<file path="src/rtl/branch_resolve_unit.sv">
// Branch resolution for the RV32I EX stage: outcome/target decision, mispredict
// redirect, bimodal branch history table for IF, and branch statistics.
module branch_resolve_unit #(
    parameter int BHT_IDX_BITS = 6
) (
    input  logic        clk,
    input  logic        rst,
    input  logic        ex_valid,
    input  logic        ex_stall,
    input  logic [31:0] ex_pc,
    input  logic        ex_is_br,
    input  logic        ex_is_jal,
    input  logic        ex_is_jalr,
    input  logic        br_en,
    input  logic [31:0] ex_target,
    input  logic        ex_pred_taken,
    input  logic [31:0] ex_pred_target,
    input  logic [31:0] if_pc,
    output logic        if_pred_taken,
    output logic        redirect_valid,
    output logic [31:0] redirect_pc,
    output logic        flush,
    output logic        misalign,
    output logic [31:0] branch_count,
    output logic [31:0] mispredict_count
);

    localparam int BHT_N = 1 << BHT_IDX_BITS;

    function automatic logic [1:0] sat_inc(input logic [1:0] c);
        return (c == 2'b11) ? c : c + 2'b01;
    endfunction

    function automatic logic [1:0] sat_dec(input logic [1:0] c);
        return (c == 2'b00) ? c : c - 2'b01;
    endfunction

    logic [1:0]              bht_q [BHT_N];
    logic [1:0]              bht_d [BHT_N];
    logic                    redirect_valid_q, redirect_valid_d;
    logic [31:0]             redirect_pc_q, redirect_pc_d;
    logic                    misalign_q, misalign_d;
    logic [31:0]             branch_count_q, branch_count_d;
    logic [31:0]             mispredict_count_q, mispredict_count_d;

    logic                    is_jump;
    logic                    resolve;
    logic                    taken;
    logic                    mispredict;
    logic [31:0]             tgt;
    logic [31:0]             actual;
    logic [BHT_IDX_BITS-1:0] ex_idx;
    logic [BHT_IDX_BITS-1:0] if_idx;
    logic                    unused_pc_bits;

    assign ex_idx = ex_pc[BHT_IDX_BITS+1:2];
    assign if_idx = if_pc[BHT_IDX_BITS+1:2];
    assign unused_pc_bits = ^{if_pc[31:BHT_IDX_BITS+2], if_pc[1:0]};

    // Old counter value is seen by IF even when EX writes the same entry this cycle.
    assign if_pred_taken = bht_q[if_idx][1];

    always_comb begin
        is_jump    = ex_is_jal | ex_is_jalr;
        // The instruction in EX right after a redirect is wrong-path and must be ignored.
        resolve    = ex_valid & ~ex_stall & (ex_is_br | is_jump) & ~redirect_valid_q;
        taken      = is_jump ? 1'b1 : br_en;
        tgt        = {ex_target[31:1], ex_target[0] & ~ex_is_jalr};
        actual     = taken ? tgt : ex_pc + 32'd4;
        mispredict = (taken != ex_pred_taken) |
                     (taken & ex_pred_taken & (tgt != ex_pred_target));
    end

    always_comb begin
        bht_d              = bht_q;
        redirect_valid_d   = resolve & mispredict;
        redirect_pc_d      = redirect_pc_q;
        misalign_d         = resolve & taken & (tgt[1:0] != 2'b00);
        branch_count_d     = branch_count_q;
        mispredict_count_d = mispredict_count_q;
        if (resolve) begin
            branch_count_d = branch_count_q + 32'd1;
            if (mispredict) begin
                redirect_pc_d      = actual;
                mispredict_count_d = mispredict_count_q + 32'd1;
            end
            if (ex_is_br && !is_jump) begin
                bht_d[ex_idx] = br_en ? sat_inc(bht_q[ex_idx]) : sat_dec(bht_q[ex_idx]);
            end
        end
    end

    always_ff @(posedge clk or posedge rst) begin
        if (rst) begin
            for (int i = 0; i < BHT_N; i++) begin
                bht_q[i] <= 2'b01;
            end
            redirect_valid_q   <= 1'b0;
            redirect_pc_q      <= 32'd0;
            misalign_q         <= 1'b0;
            branch_count_q     <= 32'd0;
            mispredict_count_q <= 32'd0;
        end else begin
            bht_q              <= bht_d;
            redirect_valid_q   <= redirect_valid_d;
            redirect_pc_q      <= redirect_pc_d;
            misalign_q         <= misalign_d;
            branch_count_q     <= branch_count_d;
            mispredict_count_q <= mispredict_count_d;
        end
    end

    assign redirect_valid   = redirect_valid_q;
    assign flush            = redirect_valid_q;
    assign redirect_pc      = redirect_pc_q;
    assign misalign         = misalign_q;
    assign branch_count     = branch_count_q;
    assign mispredict_count = mispredict_count_q;

endmodule

</file>
<file path="config.mk">
export PLATFORM = sky130hd
export DESIGN_NAME = branch_resolve_unit
export DESIGN_NICKNAME = d
export VERILOG_FILES = /design/src/rtl/branch_resolve_unit.sv
export SDC_FILE = /design/constraint.sdc
export NUM_CORES = 1
export LEC_CHECK = 0
export ABC_CLOCK_PERIOD_IN_PS = 12600
export CAP_MARGIN = 5
export CELL_PAD_IN_SITES_DETAIL_PLACEMENT = 1
export CELL_PAD_IN_SITES_GLOBAL_PLACEMENT = 1
export CORE_MARGIN = 1
export CORE_UTILIZATION = 45
export CTS_BUF_LIST = sky130_fd_sc_hd__clkbuf_4
export CTS_CLUSTER_SIZE = 20
export DETAILED_ROUTE_END_ITERATION = 16
export GPL_ROUTABILITY_DRIVEN = 0
export HOLD_SLACK_MARGIN = 0.03
export PLACE_DENSITY_LB_ADDON = 0.08
export RECOVER_POWER = 50
export SLEW_MARGIN = 20
export SYNTH_ARGS = -nofsm -noshare
export SYNTH_HDL_FRONTEND = slang
export SYNTH_SLANG_ARGS = --single-unit
</file>
<file path="constraint.sdc">
create_clock -name clk -period 12.6 [get_ports clk]
set_input_delay 1.26 -clock clk [delete_from_list [all_inputs] [get_ports clk]]
set_output_delay 1.26 -clock clk [all_outputs]
set_load 0.02 [all_outputs]
</file>
======== Word level (Yosys, flattened, before mapping) ========
Index checks and enable logic that the tools add are counted.
word-level totals
  flip-flop bits (word level) ............. 226
  output and inout bits ................... 100
  logic and storage cells ................. 118
  input port bits ......................... 137
cells by class
  bitwise operators ....................... 17
  order comparisons ....................... 3
  reduce and logical (&&, ||, !) cells .... 7
  add/sub/neg operators ................... 5
  mux-type cells .......................... 14
  equality and inequality tests ........... 3
operators by type and width
  kind                   number
  $bwmux 128             1
  $add 32x1->32 const B  2
  $add 32x3->32 const B  1
  $mux 32                1
  $ne 32x32->1           1
  $bmux 2 s6             2
  $mux 2                 8
  $ge 7x7->1 const B     2
  $not 6->7              2
  $demux 2 s6            1
  $and 1x1->1            9
  $lt 7x1->1 const B     1
  $reduce_and 2->1       2
  $not 1->1              3
  $or 1x1->1             3
  $add 2x1->2 const B    1
  $eq 2x2->1 const B     1
  $logic_and 1x1->1      2
  $logic_not 2->1        1
  $reduce_bool 2->1      1
  $sub 2x1->2 const B    1
  $logic_not 1->1        1
  $mux 1                 1
  $ne 1x1->1             1

======== Longest topological paths before layout ========
  depth after elaboration ................. 8
  mapped depth ............................ 12
  gate-level depth less buffers ........... 9

======== Worst setup path before layout ========
No wires, ideal clock.
  kind .................................... input-to-output
  start point ............................. input if_pc[2]
  end point ............................... output if_pred_taken
  setup slack ............................. 7599 ps
  data required time ...................... 11340 ps
  path buffers ............................ 2
  cell stages on the path ................. 5
  data arrival time ....................... 3741 ps
  cells stage by stage .................... clkbuf_1 buf_1 mux4_2 mux4_2 mux4_2
on the way
  word-level cells in the longest chain between the ends .. 4
RTL lines
  item                                        line  source
  from (decl)                                 18    input logic [31:0] if_pc,
  $not 6->7 (implied by the code)             61    assign if_pred_taken = bht_q[if_idx][1];
  $bmux 2 s6                                  61
  $mux 2 (implied by the code) (2 in series)  61
  to (decl)                                   19    output logic if_pred_taken,
Every way passes these cells. The select of a mux whose other input is x is not followed.

==> reports/results.txt <==
Via Count: 10.6k
post-layout util: 57.7%
Max H-tree Level: 3
clock tree sinks: 226
drt drc: 0
P_sw: 592 uW
share of cells above drive strength 1: 20.2%
Routed Antenna Nets: 0
commonest cells after routing, fill and taps aside: nand2_1 (193), clkdlybuf4s50_1 (164), dfrtp_1 (162)
Seq/Total Area, Yosys: 46.0%
Finished Layout Cells: 1844
Hold Vio Cnt, Final: 0
hold buffers post-CTS: 0
max-cap violation count: 4
post-CTS setup repair buffer count: 0
post-synthesis instance area: 0.0125 mm2
Pre-Repair DR Iteration Count: 5
Die ar.: 0.0284 mm2
post-synthesis mux area share: 11.3%
Req. time, crit path: 12.35 ns
CTS tree: built
crit-path max FO: 81
Yosys top cell by area: dfrtp_1
switch share: 31.2%
EDFF count, synth: 0
Die Y-Extent: 168 um
# IOs: 237
HPWL after DPL: 27.8 mm
post-CTS sizing: 0
synth top area cells: dfrtp_1 (33%), dfstp_2 (13%), nand2_1 (5.8%), xnor2_1 (5.6%), mux4_2 (4.3%)
failing checks: max-capacitance violations, max-slew violations
number of port buffers: 210
PD cells: 122 mW/mm2
#FFs+latches synth: 226
global-route usage over all layers: 29.1%
Worst R2R Path Depth: 6
Pleak: 0.00656 uW
syn_nets: 1366
status: finished, violations left
Critical Path End Type: asynchronous set/reset pin
final setup TNS: 0 ns
WL/cell: 21.8 um
minimum clock period: 7.36 ns
main combinational cell family by area after synthesis: simple AND/OR/NAND/NOR gates
Pint: 1310 uW
deepest clock path buffer count: 3
clk_skew: 0.0534 ns
Max Fclk: 136 MHz
Layout area overhead: 25.1%
Vias/cell: 5.77
post-synthesis compound-gate area fraction: 13.7%
number of buffers created by CTS: 67
pin count of the biggest net entering global routing: 82
Sequential Power Share: 43.1%
die width: 168 um
Placeable Area: 0.0270 mm2
fillers: 3046
top_reg_cell synth: dfrtp_1
RSZ-0062 raised after global routing: no
simple-gate area share of the yosys netlist: 15.5%
gr ovfl total: 0
# nets final: 1591
Netlist cell types: 65
synthesized area per cell: 10.2 um2
fraction of registers with async set/reset: 100%
Synth Instances: 1225
most common cell after layout, fill and taps aside: nand2_1
# rows: 60
initial antenna violation count: 1
Slew Limit Fails: 255
first-pass GRT wire length: 63.6 mm
Initial Utilization: 46.1%
critical path launch point type: input pin
peak supply drop: 74.9 uV
Crit Path Class: input pin to asynchronous set/reset pin
dpl cells: 1722
vias in the first global route: 11.2k
clock share of power: 37.6%
worst slew pin tran: 4.33 ns
final WL: 40.2 mm
Worst Path Arrival: 7.11 ns
total number of yosys warnings: 0
latest clock arrival within the worst-skew pair: 0.68 ns
register clock-pin slew on the reported worst setup and hold paths: 0.06 ns
Slew Limit Headroom: -189%
Comb power frac: 19.3%
hold crit path type: register to register
Adder-Cell Fraction of Synth Area: 0.592%
Hold Path Cell Cnt: 2
1st-iter DRT viols: 577
Tcrit/Tclk final: 58.4%
Root Driver: clkbuf_4
Yosys top cell area share: 32.5%
XOR/XNOR Fraction of Synth Area: 8.50%
final setup fails: 0
-- area by class of cell --
| type | count | area, um2 | area share, % |
|---|---|---|---|
| repair buffers | 233 | 2250 | 14.4 |
| clock inverters | 17 | 78.8 | 0.505 |
| clock buffers | 104 | 781 | 5.01 |
| flip-flops and latches | 226 | 5740 | 36.8 |
| inverters | 26 | 98.8 | 0.634 |
| multi-input cells | 896 | 6220 | 39.9 |
| diodes | 1 | 2.50 | 0.0160 |
| well taps | 341 | 427 | 2.74 |
-- worst max-delay path: stages --
cell and delay (ns):
dlygate4sd3_1 0.56, clkinvlp_2 2.02, clkbuf_1 3.10
-- power groups by stage --
| stage | sequential (uW) | clock, uW | combinational [uW] |
|---|---|---|---|
| 2_1_floorplan | 872 | 0 | 152 |
| 5_1_grt | 826 | 772 | 394 |
| 3_3_place_gp | 830 | 0 | 369 |
| 3_5_place_dp | 832 | 0 | 376 |
| 6_report | 819 | 714 | 367 |
| 4_1_cts | 820 | 736 | 377 |
-- flip-flops by register name, summed over array words and instances (netlist names) --
register          flops
mispredict_count     32
bht_q               128
flush                 1
misalign              1
redirect_pc          32
branch_count         32
-- synthesized netlist by cell type, types with 4 or more instances --
cell type,instances
nand2_1,193
dfrtp_1,162
nor2_1,79
xnor2_1,79
a21oi_1,78
dfstp_2,64
a31oi_1,50
o21ai_2,49
clkbuf_1,43
o21ai_0,42
xor2_1,42
mux2i_1,40
nand3_1,28
nand4_1,28
nor3_1,25
mux4_2,24
inv_1,23
and3_1,15
mux2_2,13
mux4_1,12
a221oi_1,11
buf_4,11
buf_6,8
and2_1,7
nand2b_1,7
nor4_1,7
and4_1,6
nor2b_1,6
buf_1,5
buf_2,5
or3_1,5
a211oi_1,4
a22oi_1,4
ha_1,4
-- logic make-up (layout without fill, tap and decap cells) --
| logic type | Yosys count | after routing |
|---|---|---|
| xor+xnor | 121 | 121 |
| simple gates | 418 | 418 |
| mux | 89 | 89 |
| fa+ha+maj | 6 | 6 |
| flops | 226 | 226 |
| compound gates | 262 | 262 |
| other cells | 0 | 1 |
| buf+inv | 103 | 380 |
-- metrics by stage --
step                      cell area, um2  hold slack (ns)  setup slack (ns)  total power (uW)
after floorplan                    12500            0.439              5.25              1020
after global placement             14700            0.449              6.88              1200
after detailed placement           14700            0.453              6.79              1210
after CTS                          15600            0.462              7.01              1930
after global routing               15600            0.477              4.09              1990
final                              15600            0.460              5.24              1900
-- path summary, 6_finish.rpt --
path / from / slack [ns] / end
worst min register to register: bht_q[118] / 0.46 / bht_q[118]
min in group asynchronous: rst / 2.18 / bht_q[43]
worst max register to register: bht_q[69] / 9.17 / bht_q[122]
worst max-delay path: rst / 5.24 / bht_q[123]
worst min-delay path: bht_q[118] / 0.46 / bht_q[118]
max in group clk: br_en / 6.14 / mispredict_count[5]
-- per-layer routing --
metal	vias to the layer above	GRT usage (%)	routed length (um)
met2	348	48.7	19300
met4	0	12.0	1370
li1	4891	-	-
met1	5294	36.5	17000
met5	-	0	0
met3	101	6.44	2560
(Power assumes the default switching activity.)
